===== src/rtl/fpu_issue_seq_pkg.sv =====
// ----------------------------------------------------------------------------
// fpu_issue_seq_pkg
// Shared constants and types for the FP-aware issue sequencer:
//   - instruction width, NOP encoding
//   - issue FIFO depth and occupancy counter width
//   - FP wait timeout limit
//   - FP / CSR major-opcode constants and classification helpers
//   - sequencer FSM state enumeration
// ----------------------------------------------------------------------------
package fpu_issue_seq_pkg;

    localparam int unsigned INSTR_W    = 32;
    localparam int unsigned FIFO_DEPTH = 4;
    localparam int unsigned FIFO_CNT_W = $clog2(FIFO_DEPTH) + 1;

    localparam logic [INSTR_W-1:0] NOP_WORD      = 32'h0000_0013;
    localparam logic [7:0]         TIMEOUT_LIMIT = 8'd255;

    // Major opcodes (instr[6:0]) that route to the FPU.
    localparam logic [6:0] OPC_LOAD_FP  = 7'b0000111;
    localparam logic [6:0] OPC_STORE_FP = 7'b0100111;
    localparam logic [6:0] OPC_FMADD    = 7'b1000011;
    localparam logic [6:0] OPC_FMSUB    = 7'b1000111;
    localparam logic [6:0] OPC_FNMSUB   = 7'b1001011;
    localparam logic [6:0] OPC_FNMADD   = 7'b1001111;
    localparam logic [6:0] OPC_OP_FP    = 7'b1010011;
    // SYSTEM opcode carries the CSR access instructions.
    localparam logic [6:0] OPC_SYSTEM   = 7'b1110011;

    typedef enum logic [2:0] {
        ST_IDLE,
        ST_ISSUE,
        ST_FPU_WAIT,
        ST_CSR_GAP,
        ST_HALT
    } state_e;

    function automatic logic is_fp_instr(input logic [INSTR_W-1:0] word);
        logic fp;
        fp = 1'b0;
        case (word[6:0])
            OPC_LOAD_FP, OPC_STORE_FP, OPC_FMADD, OPC_FMSUB,
            OPC_FNMSUB, OPC_FNMADD, OPC_OP_FP: fp = 1'b1;
            default:                          fp = 1'b0;
        endcase
        return fp;
    endfunction

    function automatic logic is_csr_instr(input logic [INSTR_W-1:0] word);
        return (word[6:0] == OPC_SYSTEM);
    endfunction

endpackage : fpu_issue_seq_pkg


===== src/rtl/fpu_issue_fifo.sv =====
// ----------------------------------------------------------------------------
// fpu_issue_fifo
// Small synchronous FIFO buffering fetched instruction words.
// Ports:
//   clk       - clock, rising edge
//   rst_l     - synchronous active-high reset (empties the FIFO)
//   push_i    - write data_i this cycle
//   pop_i     - drop the head entry this cycle
//   data_i    - word to write
//   data_o    - current head word (valid when empty_o = 0)
//   full_o    - FIFO holds DEPTH words
//   empty_o   - FIFO holds no words
//   count_o   - current occupancy
// DEPTH must be a power of two; pointers carry one extra wrap bit so that
// full and empty are distinguishable when the index bits match.
// ----------------------------------------------------------------------------
module fpu_issue_fifo #(
    parameter int unsigned DEPTH = 4,
    parameter int unsigned WIDTH = 32
) (
    input  logic                       clk,
    input  logic                       rst_l,
    input  logic                       push_i,
    input  logic                       pop_i,
    input  logic [WIDTH-1:0]           data_i,
    output logic [WIDTH-1:0]           data_o,
    output logic                       full_o,
    output logic                       empty_o,
    output logic [$clog2(DEPTH):0]     count_o
);

    localparam int unsigned AW = $clog2(DEPTH);

    logic [WIDTH-1:0] mem_q [DEPTH];
    logic [AW:0]      wr_ptr_q;
    logic [AW:0]      rd_ptr_q;
    logic             do_push;
    logic             do_pop;

    assign empty_o = (wr_ptr_q == rd_ptr_q);
    assign full_o  = (wr_ptr_q[AW] != rd_ptr_q[AW]) &&
                     (wr_ptr_q[AW-1:0] == rd_ptr_q[AW-1:0]);
    assign count_o = wr_ptr_q - rd_ptr_q;
    assign data_o  = mem_q[rd_ptr_q[AW-1:0]];

    // A push into a full FIFO is accepted only when the head leaves in the
    // same cycle, so occupancy never exceeds DEPTH.
    assign do_push = push_i && (!full_o || pop_i);
    assign do_pop  = pop_i && !empty_o;

    always_ff @(posedge clk) begin
        if (rst_l) begin
            wr_ptr_q <= '0;
            rd_ptr_q <= '0;
        end else begin
            // NOTE: sequential state uses non-blocking assignments so every
            // register samples the pre-edge values of its neighbours.
            if (do_push) wr_ptr_q <= wr_ptr_q + 1'b1;
            if (do_pop)  rd_ptr_q <= rd_ptr_q + 1'b1;
        end
    end

    // NOTE: storage is deliberately not reset; the pointers alone define
    // which entries are meaningful, so clearing the array buys nothing.
    always_ff @(posedge clk) begin
        if (do_push) mem_q[wr_ptr_q[AW-1:0]] <= data_i;
    end

endmodule : fpu_issue_fifo


===== src/rtl/fpu_issue_seq.sv =====
// ----------------------------------------------------------------------------
// fpu_issue_seq
// Issue sequencer between fetch and decode. Buffers fetched words, presents
// one word per ISSUE cycle, holds FP instructions until the FPU completes
// (or decode rejects them, or a wait timeout fires), inserts a one-cycle NOP
// gap after CSR accesses, and honours decode halt requests.
// Ports:
//   clk            - clock, rising edge
//   rst_l          - synchronous active-high reset
//   fetch_instr    - instruction word from fetch
//   fetch_valid    - fetch_instr valid; pushed when fetch_valid & fetch_ready
//   fetch_ready    - buffer can accept one word this cycle
//   Instruction    - word presented to decode (NOP when nothing is issued)
//   fpu_active     - presented word is an FP instruction waiting on the FPU
//   fpu_complete   - FPU finished current FP instruction (FPU_WAIT only)
//   halt_req       - decode requests an issue pause
//   illegal_config - decode rejected the current FP instruction
//   fpu_timeout    - one-cycle pulse after an FP wait is abandoned
//   issue_count    - number of words issued, wraps modulo 2^16
// ----------------------------------------------------------------------------
module fpu_issue_seq
    import fpu_issue_seq_pkg::*;
(
    input  logic               clk,
    input  logic               rst_l,
    input  logic [INSTR_W-1:0] fetch_instr,
    input  logic               fetch_valid,
    output logic               fetch_ready,
    output logic [INSTR_W-1:0] Instruction,
    output logic               fpu_active,
    input  logic               fpu_complete,
    input  logic               halt_req,
    input  logic               illegal_config,
    output logic               fpu_timeout,
    output logic [15:0]        issue_count
);

    state_e               state_q, state_d;
    logic [INSTR_W-1:0]   hold_q, hold_d;
    logic [7:0]           wait_cnt_q, wait_cnt_d;
    logic [15:0]          issue_cnt_q, issue_cnt_d;
    logic                 timeout_q, timeout_d;
    logic                 ready_en_q;

    logic                 push;
    logic                 pop;
    logic                 fifo_full;
    logic                 fifo_empty;
    logic [INSTR_W-1:0]   fifo_head;
    logic [FIFO_CNT_W-1:0] fifo_count;
    logic                 avail_next;
    state_e               resume_state;

    // The head is consumed in every ISSUE cycle; ISSUE is only entered when
    // a word will be present.
    assign pop  = (state_q == ST_ISSUE);
    // ready_en_q keeps the buffer closed during reset and opens it on the
    // first edge after release. A full buffer still accepts a word while
    // its head is being popped.
    assign fetch_ready = ready_en_q && (!fifo_full || pop);
    assign push        = fetch_valid && fetch_ready;

    // FIFO holds at least one word after this edge.
    assign avail_next = push ||
                        ((fifo_count != '0) &&
                         !(pop && (fifo_count == FIFO_CNT_W'(1))));
    assign resume_state = avail_next ? ST_ISSUE : ST_IDLE;

    fpu_issue_fifo #(
        .DEPTH (FIFO_DEPTH),
        .WIDTH (INSTR_W)
    ) u_fifo (
        .clk     (clk),
        .rst_l   (rst_l),
        .push_i  (push),
        .pop_i   (pop),
        .data_i  (fetch_instr),
        .data_o  (fifo_head),
        .full_o  (fifo_full),
        .empty_o (fifo_empty),
        .count_o (fifo_count)
    );

    always_ff @(posedge clk) begin
        if (rst_l) begin
            state_q     <= ST_IDLE;
            hold_q      <= NOP_WORD;
            wait_cnt_q  <= '0;
            issue_cnt_q <= '0;
            timeout_q   <= 1'b0;
            ready_en_q  <= 1'b0;
        end else begin
            state_q     <= state_d;
            hold_q      <= hold_d;
            wait_cnt_q  <= wait_cnt_d;
            issue_cnt_q <= issue_cnt_d;
            timeout_q   <= timeout_d;
            ready_en_q  <= 1'b1;
        end
    end

    always_comb begin
        // NOTE: every output of this block is defaulted first so no path
        // through the case statement can leave a signal unassigned (latch).
        state_d     = state_q;
        hold_d      = hold_q;
        wait_cnt_d  = wait_cnt_q;
        issue_cnt_d = issue_cnt_q;
        timeout_d   = 1'b0;
        Instruction = NOP_WORD;
        fpu_active  = 1'b0;

        unique case (state_q)
            ST_IDLE: begin
                if (halt_req)         state_d = ST_HALT;
                else if (!fifo_empty) state_d = ST_ISSUE;
            end

            ST_ISSUE: begin
                Instruction = fifo_head;
                issue_cnt_d = issue_cnt_q + 16'd1;
                if (is_fp_instr(fifo_head)) begin
                    state_d    = ST_FPU_WAIT;
                    hold_d     = fifo_head;
                    wait_cnt_d = '0;
                end else if (is_csr_instr(fifo_head)) begin
                    state_d = ST_CSR_GAP;
                end else if (halt_req) begin
                    state_d = ST_HALT;
                end else begin
                    state_d = resume_state;
                end
            end

            ST_FPU_WAIT: begin
                Instruction = hold_q;
                fpu_active  = 1'b1;
                // A rejected instruction and a completed one leave the same
                // way; only an unanswered wait raises the timeout pulse.
                if (illegal_config || fpu_complete) begin
                    state_d = resume_state;
                end else if (wait_cnt_q == TIMEOUT_LIMIT) begin
                    state_d   = resume_state;
                    timeout_d = 1'b1;
                end else begin
                    wait_cnt_d = wait_cnt_q + 8'd1;
                end
            end

            ST_CSR_GAP: begin
                // One bubble so the registered CSR read-back settles before
                // the next word reaches decode.
                state_d = resume_state;
            end

            ST_HALT: begin
                if (!halt_req) state_d = fifo_empty ? ST_IDLE : ST_ISSUE;
            end

            default: state_d = ST_IDLE;
        endcase
    end

    assign fpu_timeout = timeout_q;
    assign issue_count = issue_cnt_q;

endmodule : fpu_issue_seq


===== config.mk =====
export PLATFORM = sky130hd
export DESIGN_NAME = fpu_issue_seq
export DESIGN_NICKNAME = d
export VERILOG_FILES = /design/src/rtl/fpu_issue_seq_pkg.sv /design/src/rtl/fpu_issue_fifo.sv /design/src/rtl/fpu_issue_seq.sv
export SDC_FILE = /design/constraint.sdc
export NUM_CORES = 1
export LEC_CHECK = 0
export ABC_AREA = 1
export ABC_CLOCK_PERIOD_IN_PS = 9100
export BUFFER_PORTS_ARGS = -buffer_cell sky130_fd_sc_hd__clkbuf_2
export CAP_MARGIN = 30
export CORE_MARGIN = 4
export CORE_UTILIZATION = 60
export CTS_CLUSTER_DIAMETER = 40
export DETAILED_ROUTE_END_ITERATION = 7
export PLACE_DENSITY = 0.79
export SKIP_CTS_REPAIR_TIMING = 1
export SLEW_MARGIN = 10
export SYNTH_ARGS = -nofsm -noshare
export SYNTH_HDL_FRONTEND = slang
export SYNTH_HIERARCHICAL = 1
export SYNTH_SLANG_ARGS = --single-unit

===== constraint.sdc =====
create_clock -name clk -period 9.1 [get_ports clk]
set_clock_uncertainty 0.15 [all_clocks]
set_input_delay 1.365 -clock clk [delete_from_list [all_inputs] [get_ports clk]]
set_output_delay 1.365 -clock clk [all_outputs]
set_load 0.05 [all_outputs]

After elaboration in Yosys (flattened, before gate mapping)
Memories as Yosys holds them, arrays and structs flattened. A register that Yosys moved wholly into a read port is not among the register bits.
Cells that the tools add are included.
{ "word_totals": {"reg_bits": 67, "mem_bits_rw": 128, "in_bits": 38, "output_inout_bits": 51, "word_cells": 84, "memories": 1} }
{ "memory_table": {"columns": ["memory", "depth", "width", "read_ports", "rd_ports_with_merged_regs", "wr", "line_no", "text"], "rows": [
  ["u_fifo.mem_q", 4, 32, 1, 1, 1, "fpu_issue_fifo.sv:34", "logic [WIDTH-1:0] mem_q [DEPTH];"]
]} }
{ "op_classes": {"n_addsub": 5, "n_eq_ne": 23, "n_mux": 25, "bitwise": 1, "n_reduce_logical": 21} }
{ "ops": {"columns": ["op", "count"], "rows": [
  ["case mux 32 bit (2 select lines)", 1],
  ["== test 7 bit, second input constant", 6],
  ["two-way mux 3 bit", 8],
  ["two-way mux 8 bit", 3],
  ["adder 16 x 1 -> 16 bit, second input constant", 1],
  ["case mux 8 bit (2 select lines)", 1],
  ["case mux 3 bit (5 select lines)", 1],
  ["two-way mux 1 bit", 9],
  ["adder 8 x 1 -> 8 bit, second input constant", 1],
  ["== test 8 bit, second input constant", 1],
  ["== test 7 x 3 -> 1 bit, second input constant", 1],
  ["== test 7 x 6 -> 1 bit, second input constant", 1],
  ["logical AND 1 bit", 7],
  ["OR reduction 7 bit", 1],
  ["adder 3 x 1 -> 3 bit, second input constant", 2],
  ["== test 3 x 1 -> 1 bit, second input constant", 2],
  ["== test 3 x 2 -> 1 bit, second input constant", 2],
  ["!= test 2 bit, second input constant", 3],
  ["!= test 3 bit, second input constant", 2],
  ["two-way mux 2 bit", 2],
  ["AND reduction 4 bit", 1],
  ["== test 3 bit", 1],
  ["== test 3 bit, second input constant", 1],
  ["logical NOT 1 bit", 3],
  ["other kinds (12)", 14]
]} }

Depth between registers and ports, before layout
{ "logic_depth": {"depth_word": 12, "ltp_mapped": 17} }

Modules after synthesis
The synthesis kept the hierarchy.
{ "modules_own_cells": {"columns": ["module", "n_inst", "cells_each", "area_each_um2"], "rows": [
  ["fpu_issue_fifo", 1, 381, 5276.3],
  ["fpu_issue_seq", 1, 445, 3138.0]
]} }

Worst setup path after synthesis
Ideal clock, no wire load.
{ "synth_path": {"kind": "input to register", "start": "input port fetch_valid", "end": "memory u_fifo.mem_q[0][0] (enable)", "setup_ps": 421, "arrival_ps": 3025, "required_ps": 8529, "slack_ps": 5504, "path_stages": 4, "n_path_buf": 0, "path_cell_list": "nand3_1 inv_1 nand2_2 nor2_1"} }
{ "synth_via": {"elab_chain_len": 4} }
{ "synth_lines": {"columns": ["item", "line_no", "text"], "rows": [
  ["start, declared", "fpu_issue_seq.sv:27", "input logic fetch_valid,"],
  ["logical AND 1 bit", "fpu_issue_seq.sv:61", "assign push = fetch_valid && fetch_ready;"],
  ["via push", "fpu_issue_seq.sv:45", "logic push;"],
  ["logical AND 1 bit", "fpu_issue_fifo.sv:48", "assign do_push = push_i && (!full_o || pop_i);"],
  ["two-way mux 1 bit", "fpu_issue_fifo.sv:66", "if (do_push) mem_q[wr_ptr_q[AW-1:0]] <= data_i;"],
  ["two-way mux 1 bit (not written as such)", "fpu_issue_fifo.sv:66", null],
  ["end, declared", "fpu_issue_fifo.sv:34", null]
]} }
The timed path passes the listed nets, and every way through them passes these cells.

==> impl_metrics.json <==
{
  "synth_compound_area_frac": 0.138,
  "setup_violations": 0,
  "place_hpwl_um": 11400,
  "crit_path_end_kind": "output pin",
  "muxShareOfSynthArea": 0,
  "avgSynthCellArea_um2": 10.2,
  "clk_pin_slew_ps": 70,
  "cts_tree": "built",
  "finalMaxSlewViolations": 0,
  "overflow": 0,
  "dieArea_um2": 16000,
  "area_growth_pct": 14.4,
  "worst_pin_slew_ps": 773,
  "seq_area_frac_synth": 0.621,
  "report.final.hold_viol_count": 0,
  "crit_family": "buffers and inverters",
  "path_class": "register to output pin",
  "rsz0062_at_grt": "no",
  "antenna_cells": 0,
  "maxSlewHeadroom": 0.484,
  "insertion_delay_ps": 420,
  "rows": 43,
  "cp_num_buf_inv": 3,
  "fmax_mhz": 233,
  "die_height_um": 126,
  "wl_um": 18300,
  "cp.arrival_ps": 2790,
  "crit_slowest_cell": "inv_4",
  "yosys_warnings": 6,
  "wl_per_cell_um": 16.7,
  "antenna_found_initial": 0,
  "cts_inserted_buffers": 17,
  "yosys.cell_types.count": 42,
  "layout.nets": 949,
  "core_area_um2": 13800,
  "grt_pass1_vias": 6008,
  "synthXorXnorAreaFrac": 0.00520,
  "p_sw_w": 0.000467,
  "p_leak_nw": 3.57,
  "io_buffer_count": 88,
  "max_cap_viol_count": 0,
  "p_per_area_nw_per_um2": 202,
  "worstHoldPathType": "register to register",
  "drt_iter0_drc": 484,
  "p_int_w": 0.00148,
  "synth_fa_ha_area_frac": 0.0158,
  "synth_seq_cells": 197,
  "irDropWorstVdd_v": 0.000172,
  "viasPerCell": 5.65,
  "cp-start-kind": "register",
  "path_cells": "buf_4, inv_4, nor2_1, o22ai_1, nand2_1, o21ai_0, clkbuf_2",
  "fin_crit_ps": 4300,
  "drive_above_1_share": 0.199,
  "ant_nets": 0,
  "grt_max_degree": 66,
  "swShare": 0.240,
  "min_period_over_period": 0.473,
  "cp_num_cells": 7,
  "gp_congestion": 0.823,
  "r2r-end": "wait_cnt_q[2]$_SDFFE_PP0P_",
  "r2r_cells": 15,
  "synth_top_family_by_area": "simple AND/OR/NAND/NOR gates",
  "critPathMaxStageDelay_ps": 570,
  "synth_nets": 874,
  "netlist_instances": 826,
  "pwr-share-comb": 0.086,
  "yosys.area_share.simple": 0.154,
  "ctsLongestPathBuffers": 2,
  "drc": 0,
  "grt_pass1_wl_um": 29500,
  "clockRootBuffer": "clkbuf_16",
  "dpl.cell_count": 1062,
  "ff2ff_setup_slack_ps": 5510,
  "tns_ps": 0,
  "h-tree-depth": 4,
  "stdcell_count": 1094,
  "pwr-share-clk": 0.412,
  "ios": 89,
  "required_ps": 7590,
  "seq_power_share": 0.501,
  "dr.pass1.iters": 5,
  "num_vias": 6182,
  "grt_usage": 0.232,
  "die_x_um": 126,
  "outcome": "finished, final reports clean",
  "crit_path_end": "Instruction[6]",
  "initial_core_util": 0.609,
  "cts.sinks": 197,
  "path_max_fanout": 65,
  "syn_area_um2": 8410
}
-- power groups by stage --
stage	logic, W	clock network (W)	registers [W]
floorplan	0.000117	0	0.000997
global placement	0.000160	0	0.000995
detailed placement	0.000167	0	0.000995
CTS	0.000168	0.000809	0.000975
global route	0.000183	0.000849	0.000976
finish	0.000168	0.000802	0.000975
-- tightest hold or removal path, stage by stage, from the launching register on --
cell and delay (ps):
dfxtp_1 310, inv_1 40, nand2_1 50
-- synth_stat cells --
| cell type | instances | area share |
|---|---|---|
| o211ai_1 | 4 | 0.0036 |
| a21oi_2 | 5 | 0.0052 |
| or2_2 | 2 | 0.0015 |
| o21a_1 | 1 | 0.00089 |
| nand3_4 | 2 | 0.0042 |
| nand3_1 | 48 | 0.029 |
| nor3b_1 | 3 | 0.0027 |
| xor2_1 | 4 | 0.0042 |
| a21oi_1 | 29 | 0.017 |
| xnor2_1 | 1 | 0.0010 |
| o21ai_2 | 11 | 0.011 |
| o31ai_1 | 1 | 0.00089 |
| ha_1 | 9 | 0.013 |
| o21ai_0 | 72 | 0.043 |
| nand2_2 | 7 | 0.0052 |
| a211oi_1 | 1 | 0.00089 |
| buf_6 | 3 | 0.0040 |
| nor2_2 | 7 | 0.0052 |
| buf_2 | 15 | 0.0089 |
| o22ai_1 | 34 | 0.025 |
| o21bai_1 | 1 | 0.00089 |
| o21ai_1 | 46 | 0.027 |
| fa_1 | 1 | 0.0024 |
| nor3b_2 | 1 | 0.0015 |
| clkbuf_1 | 13 | 0.0058 |
| a31oi_1 | 1 | 0.00074 |
| nor4_1 | 1 | 0.00074 |
| nand3_2 | 4 | 0.0048 |
| nand4_1 | 10 | 0.0074 |
| clkinv_2 | 1 | 0.00059 |
| nand2_1 | 96 | 0.043 |
| nand2_4 | 4 | 0.0054 |
| buf_8 | 1 | 0.0018 |
| inv_4 | 2 | 0.0015 |
| dfxtp_1 | 69 | 0.16 |
| inv_1 | 78 | 0.035 |
| nor2_1 | 94 | 0.042 |
| inv_2 | 4 | 0.0018 |
| nor3_1 | 3 | 0.0018 |
| edfxtp_1 | 128 | 0.46 |
| a21boi_0 | 1 | 0.00089 |
| buf_4 | 8 | 0.0071 |
-- placed cells by master, fill, tap and decap left out, types with 3 or more instances in the layout --
| cell type | synthesis | layout |
|---|---|---|
| nor2_1 | 94 | 91 |
| buf_4 | 8 | 5 |
| o21ai_1 | 46 | 46 |
| nor2_2 | 7 | 7 |
| bufinv_16 | 0 | 4 |
| xor2_1 | 4 | 4 |
| inv_2 | 4 | 4 |
| clkinvlp_4 | 0 | 4 |
| nand3_2 | 4 | 4 |
| nand2_4 | 4 | 4 |
| inv_1 | 78 | 78 |
| nand4_1 | 10 | 10 |
| a21oi_1 | 29 | 29 |
| clkbuf_2 | 0 | 88 |
| o21ai_0 | 72 | 72 |
| o22ai_1 | 34 | 34 |
| nand3_1 | 48 | 48 |
| nor3_1 | 3 | 3 |
| inv_8 | 0 | 3 |
| nand2_1 | 96 | 96 |
| nor3b_1 | 3 | 3 |
| o211ai_1 | 4 | 4 |
| o21ai_2 | 11 | 11 |
| dfxtp_1 | 69 | 68 |
| edfxtp_1 | 128 | 128 |
| clkbuf_16 | 0 | 17 |
| ha_1 | 9 | 9 |
| a21oi_2 | 5 | 5 |
| nor2_4 | 0 | 3 |
| nand2_2 | 7 | 7 |
-- worst min-delay path by stage --
stage                                 from                     end  slack (ps)  depth (start not counted)
CTS                 hold_q[1]$_SDFFE_PP1P_  hold_q[1]$_SDFFE_PP1P_         280                          2
floorplan           hold_q[0]$_SDFFE_PP1P_  hold_q[0]$_SDFFE_PP1P_         250                          2
finish              hold_q[0]$_SDFFE_PP1P_  hold_q[0]$_SDFFE_PP1P_         280                          2
detailed placement  hold_q[1]$_SDFFE_PP1P_  hold_q[1]$_SDFFE_PP1P_         260                          2
global route        hold_q[0]$_SDFFE_PP1P_  hold_q[0]$_SDFFE_PP1P_         310                          2
global placement    hold_q[1]$_SDFFE_PP1P_  hold_q[1]$_SDFFE_PP1P_         260                          2
-- layer usage --
metal,global-route usage,routed length (µm)
met1,0.298,7870
met4,0.0776,292
met2,0.394,9000
met5,0,0
met3,0.0501,1160
-- kinds of logic (layout without fill, tap and decap cells) --
family / Yosys count / count (layout)
compound gates: 207 / 207
xor+xnor: 5 / 5
fa+ha+maj: 10 / 10
simple gates: 282 / 282
buf+inv: 125 / 213
flops: 197 / 197
-- sequential cells by signal, summed over array words and instances (netlist names), named ones only --
register and flops:
u_fifo/mem_q 128, hold_q 32, issue_count 16, wait_cnt_q 8, state_q 3, u_fifo/rd_ptr_q 3
u_fifo/wr_ptr_q 3, fpu_timeout 1, ready_en_q 1
-- per-stage QoR --
step                hold slack [ps]  area [µm²]  utilization  power, W  worst slack, ps
CTS                             280        9630        0.696   0.00195             4840
floorplan                       249        8410            -   0.00111             5500
detailed placement              264        8980        0.650   0.00116             5290
global route                    310        9630        0.696   0.00201             4600
global placement                261        8910        0.644   0.00115             5360
finish                          281        9630        0.696   0.00195             4800
-- cell type report --
| class | count | area [µm²] |
|---|---|---|
| clock inverter | 15 | 219 |
| tap | 180 | 225 |
| fill | 1023 | 4200 |
| sequential | 197 | 5230 |
| multi-input combinational | 504 | 2650 |
| inverter | 85 | 325 |
| clock buffer | 17 | 425 |
| timing repair buffer | 96 | 553 |
Note: power is estimated with default switching activity, not from simulation.
